## config.mk

```make
export PLATFORM = sky130hd
export DESIGN_NAME = alu_result_collector_t_c3x2_27bits_18bits
export DESIGN_NICKNAME = d
export VERILOG_FILES = /design/src/rtl/alu_result_collector_t_c3x2_27bits_18bits.sv
export SDC_FILE = /design/constraint.sdc
export NUM_CORES = 1
export LEC_CHECK = 0
export ABC_AREA = 1
export ABC_CLOCK_PERIOD_IN_PS = 3300
export CELL_PAD_IN_SITES_DETAIL_PLACEMENT = 1
export CELL_PAD_IN_SITES_GLOBAL_PLACEMENT = 1
export CORE_MARGIN = 2
export CORE_UTILIZATION = 45
export CTS_CLUSTER_DIAMETER = 100
export CTS_CLUSTER_SIZE = 20
export DETAILED_ROUTE_END_ITERATION = 7
export HOLD_SLACK_MARGIN = 0.02
export PLACE_DENSITY_LB_ADDON = 0.25
export SETUP_SLACK_MARGIN = 0.02
export SKIP_CTS_REPAIR_TIMING = 1
export SYNTH_ARGS = -nofsm -noshare
export SYNTH_HDL_FRONTEND = slang
export SYNTH_SLANG_ARGS = --single-unit
```

## constraint.sdc

```tcl
create_clock -name clk -period 3.3 [get_ports clk]
set_input_delay 0.33 -clock clk [delete_from_list [all_inputs] [get_ports clk]]
set_output_delay 0.33 -clock clk [all_outputs]
set_load 0.02 [all_outputs]
```

## src/rtl/alu_result_collector_t_c3x2_27bits_18bits.sv

```systemverilog
// Collects ALU sums into carry-extended accumulators (one 27x18 lane or five 9-bit SIMD lanes)
// and presents one packed result per packet over a valid/ready handshake.
module alu_result_collector_t_c3x2_27bits_18bits #(
  parameter  int EXT = 4,
  localparam int W0  = 46 + EXT,
  localparam int LW  = 10 + EXT,
  localparam int DW  = 5 * LW
) (
  input  logic          clk,
  input  logic          reset,
  input  logic          USE_SIMD,
  input  logic [44:0]   S,
  input  logic [4:0]    lane_cout,
  input  logic          in_valid,
  input  logic          in_last,
  output logic          in_ready,
  output logic [DW-1:0] out_data,
  output logic          out_mode,
  output logic [7:0]    out_beats,
  output logic [4:0]    out_ovf,
  output logic          out_valid,
  input  logic          out_ready
);

  // state | meaning
  // ACC   | accepting beats of the current packet
  // OUT   | result held until downstream takes it
  typedef enum logic {ACC, OUT} state_t;

  state_t               state_q, state_nxt;
  logic [W0-1:0]        acc0_q, acc0_nxt;
  logic [4:0][LW-1:0]   acc_l_q, acc_l_nxt;
  logic [7:0]           beats_q, beats_nxt;
  logic [4:0]           ovf_q, ovf_nxt;
  logic                 mode_q, mode_nxt;
  logic                 first_q, first_nxt;
  logic [DW-1:0]        out_data_nxt;
  logic                 out_mode_nxt;
  logic [7:0]           out_beats_nxt;
  logic [4:0]           out_ovf_nxt;

  logic                 eff_mode;
  logic [W0:0]          sum0;
  logic [LW:0]          sum_l [5];

  assign in_ready  = (state_q == ACC);
  assign out_valid = (state_q == OUT);

  always_comb begin
    eff_mode      = first_q ? USE_SIMD : mode_q;
    // one extra bit on each sum exposes the wrap out of the accumulator MSB
    sum0          = {1'b0, acc0_q} + {{(EXT + 1){1'b0}}, lane_cout[4], S};
    for (int i = 0; i < 5; i++)
      sum_l[i] = {1'b0, acc_l_q[i]} + {{(EXT + 1){1'b0}}, lane_cout[i], S[9*i +: 9]};

    state_nxt     = state_q;
    acc0_nxt      = acc0_q;
    acc_l_nxt     = acc_l_q;
    beats_nxt     = beats_q;
    ovf_nxt       = ovf_q;
    mode_nxt      = mode_q;
    first_nxt     = first_q;
    out_data_nxt  = out_data;
    out_mode_nxt  = out_mode;
    out_beats_nxt = out_beats;
    out_ovf_nxt   = out_ovf;

    case (state_q)
      ACC: begin
        if (in_valid) begin
          first_nxt = 1'b0;
          mode_nxt  = eff_mode;
          beats_nxt = (beats_q == 8'hFF) ? beats_q : beats_q + 8'd1;
          if (eff_mode) begin
            for (int i = 0; i < 5; i++) begin
              acc_l_nxt[i] = sum_l[i][LW-1:0];
              ovf_nxt[i]   = ovf_q[i] | sum_l[i][LW];
            end
          end else begin
            acc0_nxt   = sum0[W0-1:0];
            ovf_nxt[0] = ovf_q[0] | sum0[W0];
          end
          if (in_last) begin
            state_nxt     = OUT;
            out_data_nxt  = eff_mode ? acc_l_nxt : {{(DW - W0){1'b0}}, acc0_nxt};
            out_beats_nxt = beats_nxt;
            out_ovf_nxt   = ovf_nxt;
            out_mode_nxt  = eff_mode;
          end
        end
      end
      OUT: begin
        if (out_ready) begin
          state_nxt = ACC;
          acc0_nxt  = '0;
          acc_l_nxt = '0;
          beats_nxt = '0;
          ovf_nxt   = '0;
          first_nxt = 1'b1;
        end
      end
      default: state_nxt = ACC;
    endcase
  end

  always_ff @(posedge clk) begin
    if (reset) begin
      state_q   <= ACC;
      acc0_q    <= '0;
      acc_l_q   <= '0;
      beats_q   <= '0;
      ovf_q     <= '0;
      mode_q    <= 1'b0;
      first_q   <= 1'b1;
      out_data  <= '0;
      out_mode  <= 1'b0;
      out_beats <= '0;
      out_ovf   <= '0;
    end else begin
      state_q   <= state_nxt;
      acc0_q    <= acc0_nxt;
      acc_l_q   <= acc_l_nxt;
      beats_q   <= beats_nxt;
      ovf_q     <= ovf_nxt;
      mode_q    <= mode_nxt;
      first_q   <= first_nxt;
      out_data  <= out_data_nxt;
      out_mode  <= out_mode_nxt;
      out_beats <= out_beats_nxt;
      out_ovf   <= out_ovf_nxt;
    end
  end

endmodule

```

==> results.sh <==
export IMPL_status="completed"
export IMPL_nFillCells=4492
export IMPL_htree_levels=1
export IMPL_rows=67
export IMPL_fin_skew_ns=0.0249
export IMPL_cp_startpoint="S[16]"
export IMPL_clk_latency_ns=0.52
export IMPL_ant_nets=0
export IMPL_vias_per_cell=5.63
export IMPL_drt_first_pass_iters=5
export IMPL_dr_first_iter_drc_count=998
export IMPL_regArea_um2=4400
export IMPL_synth_edff_count=0
export IMPL_design_core_area_um2=33400
export IMPL_ios=142
export IMPL_crit_path_end_kind="register"
export IMPL_fin_nets=2644
export IMPL_crit_slowest_cell="clkdlybuf4s50_1"
export IMPL_slew_headroom_pct=43.6
export IMPL_dieHeight_um=188
export IMPL_layout_cells_non_filler=2938
export IMPL_rsz0062_at_grt="no"
export IMPL_cp_endpoint="out_data[21]"
export IMPL_whs_ns=0.288
export IMPL_max_freq_ghz=0.361
export IMPL_timing_setup_tns_ns=0
export IMPL_cp_cell_sequence="clkdlybuf4s50_1, ha_1, nand2_1, o21bai_1, a21oi_1, nand3_1, o21ai_0, nand3_1, nand2_1, inv_1"
export IMPL_critical_path_required_ns=3.73
export IMPL_cts_sinks=220
export IMPL_antenna_found_initial=0
export IMPL_vias=16534
export IMPL_synth_yosys_seq_area_share_pct=28.9
export IMPL_max_stage_delay_ns=0.51
export IMPL_synth_area_um2=15200
export IMPL_placed_cells=2915
export IMPL_path_max_fanout=5
export IMPL_diodes=0
export IMPL_cap_violations=0
export IMPL_max_vdd_ir_drop_mv=0.390
export IMPL_clkTransAtPathRegs_ns=0.09
export IMPL_root_buffer="clkbuf_16"
export IMPL_cts_inserted_buffers=16
export IMPL_overflow=0
export IMPL_dp_hpwl_mm=47.8
export IMPL_die_w_um=188
export IMPL_critPathTopFamily="simple AND/OR/NAND/NOR gates"
export IMPL_synth_top_area_share_pct=28.9
export IMPL_post_drt_wl_per_cell_um=20.9
export IMPL_grt_pass1_vias=17190
export IMPL_synth_cells=2385
export IMPL_cts_tree="built"
export IMPL_worstSetupPathType="in -> reg"
export IMPL_post_route_period_util_pct=84.0
export IMPL_critPathLaunchType="input pin"
export IMPL_drive_gt1_share_pct=6.55
export IMPL_grt_use_total_pct=34.6
export IMPL_ys_seq_elements=220
export IMPL_layout_min_cycle_time_ns=2.77
export IMPL_grt_start_max_net_pins=79
export IMPL_r2r_slack_ns=0.62
export IMPL_critPathBufInv=2
export IMPL_start_util_pct=45.6
export IMPL_yosysMostFrequentCell="nand2_1"
export IMPL_finalSetupViolCount=0
export IMPL_r2r_start="acc0_q[16]"
export IMPL_die_area_um2=35400
export IMPL_wirelength_mm=61.4
export IMPL_netlist_top_cells_count="nand2_1 (677), inv_1 (266), a21oi_1 (223)"
export IMPL_worstPathArrival_ns=3.20
export IMPL_finalHoldViolations=0
export IMPL_numPortBuffers=141
export IMPL_async_flop_share_pct=0
export IMPL_worst_pin_slew_ns=0.845
export IMPL_gp_congestion=0.924
export IMPL_synth_cell_types=45
export IMPL_ys_warn_count=0
export IMPL_power_total_mw=7.52
export IMPL_clk_path_buf_depth=3
export IMPL_synthesis_nets=2544
export IMPL_r2r_cells=9
export IMPL_areaGrowthSynthToFinish_pct=15.6
export IMPL_dp_slack_ns=0.0351
export IMPL_slew_viol_final=0
export IMPL_layout_setup_ws_ns=0.528
export IMPL_power_density_nw_per_um2=427
export IMPL_min_path_type="in -> reg"
export IMPL_grt_pass1_wl_mm=96.2
export IMPL_synth_flop_cell="dfxtp_1"
export IMPL_drc_errors=0
export IMPL_multi_input_area_um2=9430
export IMPL_leakage_nw=8.02
export IMPL_avgSynthCellArea_um2=6.39
export IMPL_synth_area_leaders="dfxtp_1 (29%), nand2_1 (17%), ha_1 (8.0%), a21oi_1 (7.3%), inv_1 (6.6%)"
export IMPL_worstReg2RegEnd="out_data[21]"
export IMPL_cp_num_cells=10
export IMPL_synth_area_leader_cell="dfxtp_1"
state kept, by name, summed over array words and instances, names as in the netlist:
name       cells
first_q        1
ovf_q          5
acc_l_q       70
out_data      70
out_ovf        5
mode_q         1
out_mode       1
out_valid      1
acc0_q        50
beats_q        8
out_beats      8
metal layers:
metal	part of all wire [%]	up-vias	track usage, %
li1	-	7976	-
met1	45	8025	45.8
met2	45	438	57.2
met3	6.6	95	5.69
met4	3.3	0	11.1
met5	0	-	0
kinds of logic (layout without fill, tap and decap cells):
kind of cell,Yosys count,after routing,share of synthesized area (%)
AND/OR/NAND/NOR,1166,1166,32.9
AO/OA/AOI/OAI,479,479,17.4
buffers and inverters,369,474,9.34
flip-flops,220,220,28.9
adder cells (fa/ha/maj),103,103,8.75
XOR/XNOR,48,48,2.76
area by class of cell:
type                       count  area share [%]
clock buffer                  17            2.35
sequential                   220            25.0
multi-input combinational   1796            53.5
clock inverter                 6           0.518
timing repair buffer         165            9.30
inverter                     286            6.10
tap                          448            3.18
how the worst min path moves through the flow:
stage | startpoint | end | slack [ns] | cells past startpoint
final | reset | out_valid | 0.29 | 2
after global routing | reset | out_valid | 0.33 | 2
after CTS | reset | out_valid | 0.29 | 2
after detailed placement | ovf_q[1] | ovf_q[1] | 0.46 | 2
after global placement | ovf_q[4] | ovf_q[4] | 0.44 | 2
after floorplan | ovf_q[4] | ovf_q[4] | 0.43 | 2
layout by cell type (no fill, tap or decap), types with 4 or more instances in the layout:
| cell type | instances |
|---|---|
| nor3_1 | 22 |
| nor3_2 | 6 |
| a21o_1 | 10 |
| a21oi_2 | 4 |
| nand2_2 | 32 |
| nand4_1 | 10 |
| o21bai_1 | 16 |
| buf_12 | 4 |
| o211ai_1 | 37 |
| clkdlybuf4s50_1 | 140 |
| nor2_2 | 22 |
| clkbuf_16 | 16 |
| or2_2 | 11 |
| nor2_1 | 161 |
| dfxtp_1 | 220 |
| inv_2 | 21 |
| ha_1 | 97 |
| nand3b_1 | 12 |
| nand3_2 | 9 |
| a21oi_1 | 223 |
| nand3_1 | 196 |
| a22oi_1 | 4 |
| xnor2_1 | 10 |
| a31oi_1 | 18 |
| inv_1 | 263 |
| buf_4 | 21 |
| nand2_1 | 676 |
| nor2_4 | 4 |
| fa_1 | 6 |
| o21ai_1 | 23 |
| xor2_1 | 38 |
| o21ai_0 | 131 |
where the power goes:
part / leakage (nW) / internal (mW) / switching, mW
logic: 5.98 / 0.800 / 1.64
registers: 1.80 / 2.83 / 0.136
clock network: 0.247 / 1.01 / 1.10
through the flow:
| step | area [um^2] | util [%] |
|---|---|---|
| global route | 17600 | 52.7 |
| CTS | 17600 | 52.7 |
| finish | 17600 | 52.7 |
| floorplan | 15200 | - |
| detailed placement | 17100 | 51.2 |
| global placement | 17100 | 51.2 |
worst register-to-register path, cell delays in order (launching register included):
cell and delay, ns:
dfxtp_1 0.32, ha_1 0.34, nand2_1 0.21, o21bai_1 0.16
a21oi_1 0.49, nand3_1 0.37, o21ai_0 0.29, nand3_1 0.24
nand2_1 0.13, inv_1 0.04
Power figures use the tool's default switching activity.
==> edit 1 (same settings) <==
The parameter `EXT` goes from 4 to 2.
--- a/src/rtl/alu_result_collector_t_c3x2_27bits_18bits.sv
+++ b/src/rtl/alu_result_collector_t_c3x2_27bits_18bits.sv
@@ -3,3 +3,3 @@
 module alu_result_collector_t_c3x2_27bits_18bits #(
-  parameter  int EXT = 4,
+  parameter  int EXT = 2,
   localparam int W0  = 46 + EXT,
Interface: changed (resized out_data); port bits go from 142 to 132. No check against the original RTL was run, so the function may have changed too.
==> edit 1 against the unedited design <==
Setup slack improved by 0.098 ns; area after synthesis fell by 13%; final area fell by 11%; global-route usage fell by 0.14 points; sequential cell count fell by 22; worst hold slack improved by 0.0069 ns; power fell by 6.9%; maximum frequency rose by 3.7%; clock skew fell by 0.011 ns; routed wire length fell by 14%; critical path depth rose by 1; critical endpoint is now out_data[28]; largest power group unchanged; highest routed layer unchanged.
==> edit 1: results <==
[run_status]
outcome = "complete, no violations"

[routing]
routed_wl_um = 52800
drt_iter0_drc = 982
avgViaCountPerCell = 5.80

[global_route]
grt_usage = 0.344
grt_pass1_vias = 14920
grt_first_pass_wirelength_um = 82300
use_met2 = 0.559

[place]
gp_congestion = 0.995
port_buffers = 131
dpl.hpwl_um = 39900

[cells_and_area]
num-nonclk-inverters = 195
fillers = 3885
final_nets = 2266
final_layout_size_suffix_gt1_frac = 0.0575
clock_area_frac = 0.0377
multi_input_cells = 1538
multi_input_area_mm2 = 0.00830
clkbuf_count = 19

[synthesis]
synth_xor_area_frac = 0.0277
synth_fp_nets = 2163
ys_top_cells_by_count = "nand2_1, a21oi_1, dfxtp_1, inv_1, nor2_1"
yosysSeqAreaShare = 0.298
synthDistinctLibCells = 47

[power]
p_int_w = 0.00433
pg_comb_w = 0.00215

[clocking]
cts_num_sinks = 198
cts_buffers = 17

[setup_path]
rrSetupSlack_ns = 0.67
critPathArrivalTime_ns = 3.07
path_delay_family = "compound AO/OA/AOI/OAI gates"
[edit 1: changes by cell type in the layout (fill, tap and decap cells not counted), moves of 12 or more]
cell	unedited run	this run
dfxtp_1	220	198
nand2_1	676	488
nand2_2	32	10
inv_2	21	9
o21ai_1	23	36
nand3_1	196	157
inv_1	263	182
o21ai_0	131	145
[edit 1: per-stage QoR]
step / instances / hold WS (ns) / setup WS, ns / instance area [um2]
6_report: 2504 / 0.295 / 0.627 / 15600
2_1_floorplan: 2004 / 0.437 / 1.29 / 13300
3_3_place_gp: 2472 / 0.449 / 0.299 / 15100
4_1_cts: 2504 / 0.274 / 0.746 / 15600
3_5_place_dp: 2472 / 0.457 / 0.264 / 15100
5_1_grt: 2504 / 0.290 / 0.446 / 15600
[edit 1: worst paths after layout]
kind                                 start      endpoint
worst min-delay path                 reset    acc0_q[46]
worst max register to register  acc0_q[23]  out_data[28]
worst max-delay path                 S[21]  out_data[28]
worst min register to register    ovf_q[2]      ovf_q[2]
==> edit 2 (config.mk and constraints unchanged) <==
Without the edit above. Put one more register stage on the output `out_ovf`, cleared by the reset. The value now appears one clock later. The other outputs are not delayed to match.
--- a/src/rtl/alu_result_collector_t_c3x2_27bits_18bits.sv
+++ b/src/rtl/alu_result_collector_t_c3x2_27bits_18bits.sv
@@ -28,2 +28,4 @@
   typedef enum logic {ACC, OUT} state_t;
+
+  logic [4:0] out_ovf_s0;
 
@@ -65,3 +67,3 @@
     out_beats_nxt = out_beats;
-    out_ovf_nxt   = out_ovf;
+    out_ovf_nxt   = out_ovf_s0;
 
@@ -117,3 +119,3 @@
       out_beats <= '0;
-      out_ovf   <= '0;
+      out_ovf_s0 <= '0;
     end else begin
@@ -129,3 +131,11 @@
       out_beats <= out_beats_nxt;
-      out_ovf   <= out_ovf_nxt;
+      out_ovf_s0 <= out_ovf_nxt;
+    end
+  end
+
+  always_ff @(posedge clk) begin
+    if (reset) begin
+      out_ovf <= '0;
+    end else begin
+      out_ovf <= out_ovf_s0;
     end
Function: same outputs for any inputs over 4 cycles, from zero or initial values and one cycle with reset high; that may be too few to reach the edited logic, so the function may still have changed.
==> edit 2 against the unedited design <==
Area after synthesis is 1.1% higher; power is 0.33% higher; worst hold slack worse by 0.045 ns; cell count is 0.37% higher; routed wire length is 0.78% higher; sequential cell count is 5 higher; first-iteration DRC count is 15% higher; final area is 0.85% higher; sequential share of layout area is 0.35 points higher; setup slack better by 0.15 ns; register-to-register slack better by 0.06 ns; critical path type is now flop to flop.
==> edit 2: results <==
[run_status]
outcome = "complete, no violations"

[clocking]
cts_buffers = 16
root_buffer = "clkbuf_16"
h-tree-depth = 1
clkTransAtPathRegs_ns = 0.09
clockBufferDepth = 3
clkLatencyLatePin_ns = 0.52

[global_route]
grt_pass1_vias = 17020
antenna_found_initial = 2
grt_first_pass_wirelength_um = 96300
grt_max_degree = 102
grt_usage = 0.343

[setup_path]
critical-path-slowest-cell = "dfxtp_1"
slowest_delay_ns = 0.36
path_delay_family = "simple AND/OR/NAND/NOR gates"
crit_start = "acc0_q[0]"
crit_path_max_fanout = 4

[synthesis]
synthDistinctLibCells = 47
ys_top_cells_by_count = "nand2_1, inv_1, dfxtp_1, a21oi_1, nand3_1"
async_reset_ff_frac = 0
yosysSeqAreaShare = 0.292
synth_fp_nets = 2554
synthTopCellsByArea = "dfxtp_1, nand2_1, ha_1"
yosysWarnings = 0
synth_flop_cell = "dfxtp_1"

[worst_hold_path]
min_from = "reset"
hp-class = "input pin to flop"

[routing]
drt_iter0_drc = 1149
routed_wl_um = 61900
vias = 16726
drt-pass1-iter-count = 5

[cells_and_area]
reg_top3 = "acc_l_q: 70 flops, out_data: 70 flops, acc0_q: 50 flops"
fillers = 4517
diodes = 0
final_nets = 2655
final_layout_size_suffix_gt1_frac = 0.0668

[place]
gp_congestion = 0.996
preCtsSetupSlack_ns = 0.231
dpl.hpwl_um = 48000
port_buffers = 141
placed_area_mm2 = 0.0173

[power]
peakVddDrop_uv = 341
p_leak_nw = 8.05

[sta]
tightest_slew_ns = 1.04
clock_skew_ns = 0.0127
[edit 2: cell types whose count changed after synthesis, sizes merged, moves of 4 or more]
cell / unedited run / this run
nor3: 28 / 24
nand2: 708 / 712
buf: 35 / 41
nor2: 187 / 191
clkbuf: 48 / 42
dfxtp: 220 / 225
[edit 2: routing by layer]
metal	track usage	vias to the layer above	routed length, um
met4	0.0862	6	1540
met2	0.573	463	28300
met5	0	-	41
met1	0.468	8147	28400
li1	-	8008	-
met3	0.0417	102	3540
[edit 2: path summary, 6_finish.rpt]
path              depth (start not counted)  slack [ns]         end
setup reg to reg                         14        0.68  acc0_q[42]
setup / recovery                         14        0.68  acc0_q[42]
hold / removal                            2        0.24  beats_q[6]
hold reg to reg                           2        0.44  out_ovf[4]
[edit 2: final cells by class]
| class | instances | area [um2] | area share |
|---|---|---|---|
| Multi-Input combinational cell | 1799 | 9470 | 0.533 |
| Timing Repair Buffer | 166 | 1650 | 0.0927 |
| Inverter | 288 | 1080 | 0.0609 |
| Clock inverter | 5 | 71.3 | 0.00401 |
| Sequential cell | 225 | 4500 | 0.254 |
| Clock buffer | 18 | 429 | 0.0242 |
| Tap cell | 448 | 561 | 0.0315 |
[edit 2: power by group]
part / internal, W / total [W] / switching [W]
clock network: 0.00103 / 0.00213 / 0.00110
registers: 0.00289 / 0.00302 / 0.000138
logic: 0.000777 / 0.00238 / 0.00161
[edit 2: cells by family (layout without fill, tap and decap cells)]
| group | count (synthesis) | after routing | share of synthesized area |
|---|---|---|---|
| and+or+nand+nor | 1166 | 1166 | 0.326 |
| AOI/OAI and AO/OA | 479 | 479 | 0.172 |
| DFF | 225 | 225 | 0.292 |
| buffers and inverters | 371 | 477 | 0.0936 |
| adders and majority gates | 103 | 103 | 0.0866 |
| xor gates and xnor gates | 51 | 51 | 0.0290 |
[edit 2: per-stage QoR]
step	utilization	instances	hold WS, ns
finish	0.529	2949	0.243
global route	0.529	2949	0.253
CTS	0.529	2949	0.233
detailed placement	0.514	2926	0.423
global placement	0.514	2926	0.416
floorplan	-	2395	0.400
